$ cat config.mk
export PLATFORM = sky130hd
export DESIGN_NAME = cod_mapa_scan
export DESIGN_NICKNAME = d
export VERILOG_FILES = /design/src/rtl/cod_mapa_scan.sv
export SDC_FILE = /design/constraint.sdc
export NUM_CORES = 1
export LEC_CHECK = 0
export CAP_MARGIN = 40
export CORE_MARGIN = 3
export CORE_UTILIZATION = 58
export DETAILED_ROUTE_END_ITERATION = 8
export PLACE_DENSITY = 0.85
export SLEW_MARGIN = 0
export SYNTH_ARGS = -nofsm -noshare
export SYNTH_HDL_FRONTEND = slang
export SYNTH_SLANG_ARGS = --single-unit
export TNS_END_PERCENT = 1
$ cat constraint.sdc
create_clock -name clk -period 7.4 [get_ports clk]
set_clock_uncertainty 0.1 [all_clocks]
set_input_delay 1.11 -clock clk [delete_from_list [all_inputs] [get_ports clk]]
set_output_delay 1.11 -clock clk [all_outputs]
set_load 0.005 [all_outputs]
$ cat src/rtl/cod_mapa_scan.sv
// rtl/cod_mapa_scan.sv - row-by-row 7x5 glyph matrix scanner and 3-bit encoder
module cod_mapa_scan #(
   parameter int           SETTLE    = 1,
   parameter logic [279:0] PAT_TABLE = 280'h0
) (
   input  logic        clk,
   input  logic        rst,
   input  logic        start,
   input  logic [4:0]  col_in,
   output logic [6:0]  row_sel,
   output logic        busy,
   output logic        done,
   output logic [2:0]  code,
   output logic        match,
   output logic [34:0] frame
);

   typedef enum logic [1:0] {
      IDLE,
      SCAN,
      CMP
   } state_t;

   state_t       state;
   logic [2:0]   row;
   logic [3:0]   cnt;
   logic [34:0]  shadow;
   logic [2:0]   hit_code;
   logic         hit;

   // Parallel compare of the captured frame against every table entry;
   // walking from the top down leaves the lowest matching index in hit_code.
   always_comb begin
      hit      = 1'b0;
      hit_code = 3'd0;
      for (int k = 7; k >= 0; k--) begin
         if (shadow == PAT_TABLE[35*k +: 35]) begin
            hit      = 1'b1;
            hit_code = 3'(k);
         end
      end
   end

   // Scan sequencer: selects each row, waits SETTLE cycles, captures the
   // columns, then spends one cycle comparing and publishing the result.
   always_ff @(posedge clk or posedge rst) begin
      if (rst) begin
         state   <= IDLE;
         row     <= 3'd0;
         cnt     <= 4'd0;
         shadow  <= 35'd0;
         row_sel <= 7'd0;
         busy    <= 1'b0;
         done    <= 1'b0;
         code    <= 3'd0;
         match   <= 1'b0;
         frame   <= 35'd0;
      end else begin
         done <= 1'b0;
         case (state)
            IDLE: begin
               row_sel <= 7'd0;
               busy    <= 1'b0;
               if (start) begin
                  state   <= SCAN;
                  row     <= 3'd0;
                  cnt     <= 4'd0;
                  row_sel <= 7'h01;
                  busy    <= 1'b1;
               end
            end
            SCAN: begin
               busy <= 1'b1;
               if (cnt != 4'(SETTLE)) begin
                  cnt <= cnt + 4'd1;
               end else begin
                  shadow[5*row +: 5] <= col_in;
                  cnt                <= 4'd0;
                  if (row == 3'd6) begin
                     state   <= CMP;
                     row     <= 3'd0;
                     row_sel <= 7'd0;
                  end else begin
                     row     <= row + 3'd1;
                     row_sel <= row_sel << 1;
                  end
               end
            end
            CMP: begin
               frame   <= shadow;
               code    <= hit ? hit_code : 3'd0;
               match   <= hit;
               done    <= 1'b1;
               busy    <= 1'b0;
               row_sel <= 7'd0;
               state   <= IDLE;
            end
            default: begin
               state   <= IDLE;
               row_sel <= 7'd0;
               busy    <= 1'b0;
            end
         endcase
      end
   end

endmodule

======== Word-level counts from Yosys, hierarchy flattened ========
Index checks and enable logic that the tools add are counted.
cells by class
  shift operators ......................... 2
  eq/ne operators ......................... 7
  $mul .................................... 1
  reductions and logical operators ........ 7
  bitwise logic cells ..................... 1
  muxes and demuxes ....................... 20
  add/subtract/negate cells ............... 3
operators with widths
  operator                                                                 count
  35-bit bitwise mux                                                       1
  35-bit zero test                                                         1
  5-bit by 34-bit variable shift with 35-bit output, first input constant  1
  5-bit by 34-bit variable part select with 35-bit output                  1
  6-bit negator with 34-bit output                                         1
  7-bit two-way mux                                                        2
  7-bit case mux with 2 select lines                                       1
  3-bit two-way mux                                                        3
  4-bit two-way mux                                                        2
  4-bit case mux with 2 select lines                                       1
  3-bit by 3-bit multiplier with 6-bit output, first input constant        1
  2-bit two-way mux                                                        3
  2-bit inequality test, second input constant                             3
  3-bit case mux with 2 select lines                                       1
  3-bit AND reduction                                                      2
  4-bit by 1-bit adder with 4-bit output, second input constant            1
  1-bit two-way mux                                                        4
  4-bit by 1-bit inequality test with 1-bit output, second input constant  1
  2-bit case mux with 2 select lines                                       1
  2-bit AND reduction                                                      2
  3-bit by 1-bit adder with 3-bit output, second input constant            1
  3-bit == test, second input constant                                     1
  2-bit by 1-bit == test with 1-bit output, second input constant          1
  2-bit == test, second input constant                                     1
  other kinds (4)                                                          4
storage, ports and cells
  input port bits ......................... 8
  output and inout port bits .............. 48
  logic and storage cells ................. 50
  flip-flop bits (word level) ............. 89

======== Logic depth before layout (Yosys ltp) ========
Gate-level depths: netlist (run 1).
  word-level depth ........................ 4
  gate-level depth with buffers ........... 7
  mapped depth without buffers ............ 6

======== Worst setup path before layout (run 1) ========
No wires, ideal clock.
  path kind ............................... input -> register
  start point ............................. input start
  end point ............................... register row_sel[1]
  path buffers ............................ 1
  library setup time ...................... 0.065 ns
  path slack .............................. 5.298 ns
  data required time ...................... 7.235 ns
  cell stages on the path ................. 5
  arrival time ............................ 1.936 ns
  cell sequence ........................... nand2b_1 -> a21oi_1 -> and2_1 -> buf_2 -> a22o_1
RTL lines
  element               line  text
  start, declared       8     input logic start,
  end signal, assigned  85    row_sel <= row_sel << 1;
  end, declared         10    output logic [6:0] row_sel,

======== Worst setup path in the final report (run 1) ========
  start point ............................. register row_sel[3]
  end point ............................... output row_sel[3]
No word-level cell between the ends.

==> run summary, run 1 <==
Max_cap viols - 0
Per-cell routed wire length - 18.5 um
1st-iter DRT viols - 127
Final #Nets - 343
Register area share after synthesis - 59.2%
Clock Tree Root - clkbuf_8
RSZ-0062 raised after global routing - no
Worst Setup SP - row_sel[3]$_DFFE_PP0P_
Worst hold path depth - 1
Max stage delay on crit path - 520 ps
Unique masters post-synth - 41
Yosys warns - 0
Number of flops mapped to enable cells by yosys - 0
Worst-path fanout max - 3
Pin count of the biggest net entering global routing - 70
Die area - 0.00749 mm^2
RePlAce Congestion - 0.850
Clk Latency, worst-skew pair - 350 ps
Cell count along the critical path - 1
IO buf count - 52
Post-CTS Hold Buffers - 0
Synthesized cell area - 0.00376 mm^2
Hold Path Origin - frame[26]$_DFFE_PP0P_
Post-synth top flop - dfrtp_1
Initial Util - 61.7%
TritonRoute pass-1 iters - 4
Worst Path Buf+Inv - 1
CP arrival - 1260 ps
CP max stage cell - clkdlybuf4s50_1
HP Class - reg2reg
CP Cell Sequence - clkdlybuf4s50_1
Proportion of layout cells with a drive suffix above 1 - 17.1%
Hold Vio Cnt, Final - 0
Initial antenna violation count - 0
F_max - 405 MHz
Final Core Density - 75.0%
Sink Count - 89
Maximum VDD drop - 0.000241 V
Die height - 86.6 um
Pwr/cell area - 345 mW/mm^2
I/O pin count - 56
Gate Count Post-Synth - 271
Total number of vias - 2375
Leak pwr - 0.00223 uW
Grt ovf - 0
HPWL after DPL - 5470 um
Final setup vio count - 0
#FFs+latches synth - 89
Worst setup EP type - output pin
Area Overhead vs Synth - 21.5%
CP delay by family, top - buffers and inverters
Ratio of final minimum period to clock period - 33.3%
FP Rows - 28
# diodes - 0
Syn Area/Cell - 13.9 um^2
Post-layout min period - 2470 ps
Clock buffer count from CTS - 9
Worst slew margin - 39.1%
Global-route wire length before repair - 12800 um
DRC - 0
H-Tree Depth - 3
Synth async-reset ratio - 100%
Setup CP Type - reg2out
Total track usage - 22.4%
Slew Limit Fails - 0
Clk slew on worst S/H paths - 90 ps
Worst-Margin Slew - 913 ps
Worst Setup Start Kind - flip-flop
Setup TNS - 0 ps
Crit path required time - 6190 ps
Most common cell after layout, fill and taps aside - dfrtp_1
Most frequent cells in the layout - dfrtp_1 (89), clkdlybuf4s50_1 (52), mux2_1 (38), mux2_2 (18), nand2_1 (15)
Post-DRT Antenna Nets - 0
Final Worst Setup Slack - 4930 ps
Postcts setup bufs - 0
Reg2Reg Depth - 5
Pre-CTS setup slack - 4620 ps
Worst Hold Slack - 397 ps
Die width - 86.6 um
Vias in the first global route - 2607
TritonCTS clock tree - done
Final WL - 7560 um
FF-to-FF Start - row[0]$_DFFE_PP0P_
Core area - 0.00610 mm^2
Status - finished, final reports clean
DR vias/cell - 5.81
Post-CTS sizing - 0
CTS Buffer Depth - 2
## kinds of logic after synthesis
logic type / Yosys count / share of synthesized area (%)
adder cells (fa/ha/maj): 6 / 1.99
other: 1 / 0.0996
multiplexers: 66 / 20.7
XOR/XNOR: 3 / 0.898
AO/OA/AOI/OAI: 23 / 4.02
flip-flops: 89 / 59.2
buffers and inverters: 16 / 2.06
AND/OR/NAND/NOR: 67 / 11.0
## area by class of cell
type / instances / area, um^2
Fill cell: 388 / 1520
Tap cell: 75 / 93.8
Sequential cell: 89 / 2230
Timing Repair Buffer: 55 / 563
Clock buffer: 9 / 124
Inverter: 6 / 23.8
Clock inverter: 7 / 76.3
Multi-Input combinational cell: 168 / 1470
## per-layer routing
metal,GRT usage (%),wire length (um),vias to the layer above
met4,11.0,172,0
met2,37.6,3950,70
li1,-,-,1083
met5,0,0,-
met1,28.2,3120,1206
met3,3.80,319,16
## power breakdown
part | internal, uW | switching (uW)
registers | 618 | 119
clock network | 159 | 173
logic | 259 | 249
## path summary, 6_finish.rpt
| path | to | slack (ps) |
|---|---|---|
| setup / recovery | row_sel[3] | 4930 |
| hold / removal | frame[26]$_DFFE_PP0P_ | 400 |
| setup reg to reg | shadow[19]$_DFFE_PP0P_ | 5030 |
| hold reg to reg | frame[26]$_DFFE_PP0P_ | 400 |
| max in group asynchronous | shadow[29]$_DFFE_PP0P_ | 5580 |
| min in group asynchronous | frame[34]$_DFFE_PP0P_ | 1000 |
## cells in the mapped netlist (all sizes together) (2+ instances only)
cell | number | area share, %
and2 | 6 | 1.0
nand3 | 6 | 0.93
nand4 | 3 | 0.66
nor4 | 9 | 1.5
nor2 | 7 | 0.90
a21oi | 4 | 0.53
and3 | 6 | 1.0
a22o | 6 | 1.4
nor3 | 2 | 0.57
inv | 6 | 0.60
dfrtp | 89 | 59
nor3b | 2 | 0.53
nand2 | 17 | 2.1
ha | 6 | 2.0
o21ai | 8 | 1.1
buf | 8 | 1.3
xor2 | 2 | 0.47
mux2 | 66 | 21
nand2b | 5 | 0.83
clkbuf | 2 | 0.20
## through the flow
stage	instance area [um^2]	power [uW]	std cells
floorplan	3770	1050	273
global placement	4350	1210	392
detailed placement	4370	1250	393
CTS	4570	1590	409
global route	4570	1680	409
finish	4570	1580	409
## flip-flops by register name, summed over array words and instances (netlist names)
| name | count |
|---|---|
| match | 1 |
| frame | 35 |
| row | 3 |
| busy | 1 |
| cnt | 4 |
| shadow | 35 |
| state | 2 |
| row_sel | 7 |
| done | 1 |
Power figures use the tool's default switching activity.
==> run 2: changes to the inputs <==
Settings changed: CORE_UTILIZATION 58 to 48, PLACE_DENSITY 0.85 to 0.75.
Clock period 7.4 ns to 2.25 ns, I/O delays scaled along.
==> run summary, run 2 (synthesis results as in run 1) <==
Status - finished, final reports clean (unchanged)
Vias in the first global route - 2352 (was 2607)
IO buf count - 52 (unchanged)
Clock Tree Root - clkbuf_8 (unchanged)
RSZ-0062 raised after global routing - no (unchanged)
Die height - 94.6 um (was 86.6 um)
Area Overhead vs Synth - 23.3% (was 21.5%)
Post-layout min period - 2050 ps
# diodes - 0 (unchanged)
HP Class - in2async (was reg2reg)
RePlAce Congestion - 0.842 (was 0.850)
TritonCTS clock tree - done (unchanged)
Leak pwr - 0.00224 uW (was 0.00223 uW)
Non-Filler Cell Area, Final - 0.00464 mm^2 (was 0.00457 mm^2)
Pin count of the biggest net entering global routing - 90 (was 70)
Most common cell after layout, fill and taps aside - dfrtp_1 (unchanged)
Crit path required time - 2390 ps (was 6190 ps)
Total track usage - 17.5% (was 22.4%)
Logic pwr share - 32.0% (was 32.2%)
Pwr/cell area - 1140 mW/mm^2 (was 345 mW/mm^2)
F_max - 488 MHz
TritonRoute pass-1 iters - 4 (unchanged)
Grt ovf - 0 (unchanged)
Die area - 0.00894 mm^2 (was 0.00749 mm^2)
Post-CTS sizing - 0 (unchanged)
Worst-path fanout max - 5 (was 3)
Proportion of layout cells with a drive suffix above 1 - 17.6% (was 17.1%)
P_int - 3570 uW (was 1040 uW)
HPWL after DPL - 5070 um (was 5470 um)
Max_cap viols - 0 (unchanged)
Post-CTS Hold Buffers - 0 (unchanged)
Flop pwr share - 45.2% (was 46.7%)
Per-cell routed wire length - 16.4 um (was 18.5 um)
Core area - 0.00745 mm^2 (was 0.00610 mm^2)
Initial antenna violation count - 0 (unchanged)
Hold Vio Cnt, Final - 0 (unchanged)
Initial Util - 50.5% (was 61.7%)
I/O pin count - 56 (unchanged)
FF-to-FF Start - cnt[1]$_DFFE_PP0P_ (was row[0]$_DFFE_PP0P_)
Die width - 94.6 um (was 86.6 um)
Final Worst Setup Slack - 202 ps (was 4930 ps)
Most frequent cells in the layout - dfrtp_1 (89), clkdlybuf4s50_1 (52), mux2_1 (38), mux2_2 (18), nand2_1 (15) (unchanged)
Clock buffer count from CTS - 9 (unchanged)
Final #Nets - 345 (was 343)
Sink Count - 89 (unchanged)
Post-DRT Antenna Nets - 0 (unchanged)
Clk Latency, worst-skew pair - 350 ps (about the same)
DRC - 0 (unchanged)
Postcts setup bufs - 0 (unchanged)
Setup TNS - 0 ps (unchanged)
CP arrival - 2190 ps (was 1260 ps)
1st-iter DRT viols - 65 (was 127)
Final WL - 7110 um (was 7560 um)
Clk slew on worst S/H paths - 80 ps (was 90 ps)
Maximum VDD drop - 0.000732 V (was 0.000241 V)
DR vias/cell - 5.31 (was 5.81)
Slew Limit Fails - 0 (unchanged)
Ratio of final minimum period to clock period - 91.0%
Global-route wire length before repair - 11900 um (was 12800 um)
Total number of vias - 2312 (was 2375)
H-Tree Depth - 3 (unchanged)
Largest regs - frame x35, shadow x35, row_sel x7 (unchanged)
FP Rows - 31 (was 28)
Placed Area - 0.00441 mm^2 (was 0.00437 mm^2)
Worst Setup Start Kind - flip-flop (unchanged)
Pre-CTS setup slack - 223 ps (was 4620 ps)
Final setup vio count - 0 (unchanged)
Worst Setup SP - cnt[1]$_DFFE_PP0P_ (was row_sel[3]$_DFFE_PP0P_)
CTS Buffer Depth - 2 (unchanged)
Setup CP Type - reg2reg (was reg2out)
Fillers - 615 (was 388)
Worst setup EP type - flip-flop (was output pin)
Clock share of power - 22.8% (was 21.0%)
Sw Ratio - 32.6% (was 34.3%)
Switch Pwr - 1730 uW (was 542 uW)
-- run 2: cell types whose count changed in the layout (fill, tap and decap cells not counted), sizes merged --
cell / delta
buf: +2
bufinv: +1
clkbuf: +1
clkinv: -1
clkinvlp: +1
inv: -2
-- run 2: power by group through the flow --
stage	Clock (uW)	Sequential, uW	Combinational (uW)
floorplan	0	2320	1120
global placement	0	2400	1660
detailed placement	0	2420	1710
CTS	1230	2390	1710
global route	1300	2460	1890
finish	1210	2390	1690
-- run 2: worst max-delay path, cell delays in order (launching register included) --
cell     delay [ps]
dfrtp_1         410
inv_1            80
ha_1            180
or3b_4          440
nor3_4          290
nand2_4         130
mux2_4          310
-- run 2: path summary, 6_finish.rpt --
path,endpoint,cells after the start,slack [ps]
worst max-delay path,shadow[29]$_DFFE_PP0P_,6,200
worst min-delay path,shadow[14]$_DFFE_PP0P_,3,360
worst max register to register,shadow[29]$_DFFE_PP0P_,6,200
worst min register to register,frame[33]$_DFFE_PP0P_,1,390
max in group asynchronous,shadow[25]$_DFFE_PP0P_,3,1340
min in group clk,frame[33]$_DFFE_PP0P_,1,390
-- run 2: area by class of cell --
class	count	area (um^2)	area share (%)
Inverter	6	26.3	0.566
Tap cell	99	124	2.67
Timing Repair Buffer	57	571	12.3
Sequential cell	89	2230	48.0
Clock inverter	6	88.8	1.91
Clock buffer	10	138	2.97
Multi-Input combinational cell	168	1470	31.6
-- run 2: metrics by stage --
stage	std cells	hold slack (ps)	util, %	power (uW)
after global routing	435	401	62.3	5650
after floorplan	273	365	-	3440
after CTS	435	372	62.3	5340
final	435	359	62.3	5290
after detailed placement	419	380	59.3	4130
after global placement	419	372	59.3	4070
-- run 2: metal layers --
metal	part of all wire (%)	wire length, um	track usage, %	vias up
met5	0	0	0	-
met1	46	3260	23.5	1172
met3	4.3	309	5.18	9
met2	49	3450	27.4	44
li1	-	-	-	1087
met4	1.2	87	5.77	0
==> run 3: changes to the inputs <==
Settings changed: CORE_UTILIZATION 48 to 42, PLACE_DENSITY 0.75 to 0.67.
==> run summary, run 3 (synthesis results as in run 1) <==
Status - finished, final reports clean (unchanged)
Worst Setup Start Kind - flip-flop (unchanged)
Die height - 101 um (was 94.6 um)
Area Overhead vs Synth - 25.3% (was 23.3%)
Initial Util - 44.5% (was 50.5%)
I/O pin count - 56 (unchanged)
IO buf count - 52 (unchanged)
Clock buffer count from CTS - 9 (unchanged)
CP arrival - 2150 ps (was 2190 ps)
Most common cell after layout, fill and taps aside - dfrtp_1 (unchanged)
Initial antenna violation count - 0 (unchanged)
Die width - 101 um (was 94.6 um)
Vias in the first global route - 2429 (was 2352)
RSZ-0062 raised after global routing - no (unchanged)
Post-layout min period - 2010 ps (was 2050 ps)
Postcts setup bufs - 0 (unchanged)
DRC - 0 (unchanged)
HPWL after DPL - 5400 um (was 5070 um)
CP max stage cell - or3b_4 (unchanged)
Final #Nets - 348 (was 345)
Fillers - 703 (was 615)
Clk slew on worst S/H paths - 90 ps (was 80 ps)
Leak pwr - 0.00228 uW (was 0.00224 uW)
TritonRoute pass-1 iters - 4 (unchanged)
Maximum VDD drop - 0.000667 V (was 0.000732 V)
Reg area - 0.00223 mm^2 (unchanged)
CTS Buffer Depth - 2 (unchanged)
Worst Hold Slack - 234 ps (was 359 ps)
Slew Limit Fails - 0 (unchanged)
Post-CTS Hold Buffers - 0 (unchanged)
DR vias/cell - 5.16 (was 5.31)
Setup CP Type - reg2reg (unchanged)
Clk Latency, worst-skew pair - 360 ps (was 350 ps)
Most frequent cells in the layout - dfrtp_1 (89), clkdlybuf4s50_1 (52), mux2_1 (38), mux2_2 (18), nand2_1 (15) (unchanged)
Per-cell routed wire length - 16.4 um (about the same)
H-Tree Depth - 3 (unchanged)
Worst-path fanout max - 5 (unchanged)
Non-Filler Cell Area, Final - 0.00471 mm^2 (was 0.00464 mm^2)
# diodes - 0 (unchanged)
Final WL - 7270 um (was 7110 um)
Worst setup EP type - flip-flop (unchanged)
1st-iter DRT viols - 42 (was 65)
TritonCTS clock tree - done (unchanged)
GRT met2 Usage - 24.5% (was 27.4%)
Footprint of the multi-input gates - 0.00147 mm^2 (about the same)
HP Class - in2async (unchanged)
Clock Tree Root - clkbuf_8 (unchanged)
FP Rows - 33 (was 31)
Pwr/cell area - 1150 mW/mm^2 (was 1140 mW/mm^2)
Crit path required time - 2390 ps (about the same)
Post-DRT Antenna Nets - 0 (unchanged)
Gr busiest metal - met2 (unchanged)
Ratio of final minimum period to clock period - 89.5% (was 91.0%)
Grt ovf - 0 (unchanged)
F_max - 496 MHz (was 488 MHz)
Largest regs - frame x35, shadow x35, row_sel x7 (unchanged)
Met3 Resource Use GR - 5.61% (was 5.18%)
Total track usage - 15.9% (was 17.5%)
Global-route wire length before repair - 12400 um (was 11900 um)
Pin count of the biggest net entering global routing - 33 (was 90)
Setup TNS - 0 ps (unchanged)
Total power - 5400 uW (was 5290 uW)
Final setup vio count - 0 (unchanged)
Max stage delay on crit path - 430 ps (was 440 ps)
Die area - 0.0101 mm^2 (was 0.00894 mm^2)
CP Cell Sequence - inv_1 > ha_1 > or3b_4 > nor2_4 > nand4_2 > mux2_1 (was inv_1 > ha_1 > or3b_4 > nor3_4 > nand2_4 > mux2_4)
Proportion of layout cells with a drive suffix above 1 - 18.3% (was 17.6%)
Core area - 0.00846 mm^2 (was 0.00745 mm^2)
Placed Area - 0.00447 mm^2 (was 0.00441 mm^2)
Post-CTS sizing - 0 (unchanged)
RePlAce Congestion - 0.781 (was 0.842)
GRT met1 Usage - 21.8% (was 23.5%)
Sink Count - 89 (unchanged)
Hold Vio Cnt, Final - 0 (unchanged)
Max_cap viols - 0 (unchanged)
Total number of vias - 2290 (was 2312)
[run 3: changes by cell type in the layout (fill, tap and decap cells not counted), sizes merged]
cell / delta
clkinvlp: -1
bufinv: +1
buf: +3
[run 3: worst paths after layout]
kind	startpoint	cells after the start	slack (ps)	endpoint
max	cnt[1]$_DFFE_PP0P_	6	240	shadow[2]$_DFFE_PP0P_
min	rst	2	230	frame[17]$_DFFE_PP0P_
max reg2reg	cnt[1]$_DFFE_PP0P_	6	240	shadow[2]$_DFFE_PP0P_
min reg2reg	frame[26]$_DFFE_PP0P_	1	400	frame[26]$_DFFE_PP0P_
max in group asynchronous	rst	3	1290	frame[20]$_DFFE_PP0P_
min in group clk	frame[26]$_DFFE_PP0P_	1	400	frame[26]$_DFFE_PP0P_
[run 3: metrics by stage]
step,instances,utilization [%],setup slack (ps)
after floorplan,273,-,297
after global placement,428,52.8,261
after detailed placement,428,52.8,238
after CTS,444,55.7,220
after global routing,444,55.7,99.8
final,444,55.7,236
[run 3: power by group]
group / switching, uW / internal (uW) / leakage [uW]
registers: 360 / 2030 / 0.00117
clock network: 558 / 744 / 0.000117
logic: 811 / 895 / 0.000987
total: 1730 / 3670 / 0.00228
[run 3: layout make-up]
class	instances	share of cell area, %
inverter	6	0.557
clock inverter	6	2.44
multi-input combinational	168	31.2
sequential	89	47.2
clock buffer	10	2.71
timing repair buffer	60	13.1
tap	105	2.79
[run 3: critical path: cells and delay by family, from the launching register on]
family,cells,cell delay [ps]
flops,1,400
buf+inv,1,80
mux,1,370
fa+ha+maj,1,160
simple gates,3,790
[run 3: layer usage]
| metal | up-vias | part of all wire (%) |
|---|---|---|
| met5 | - | 0 |
| met4 | 0 | 1.3 |
| met3 | 10 | 4.3 |
| met2 | 44 | 48 |
| met1 | 1152 | 47 |
| li1 | 1084 | - |
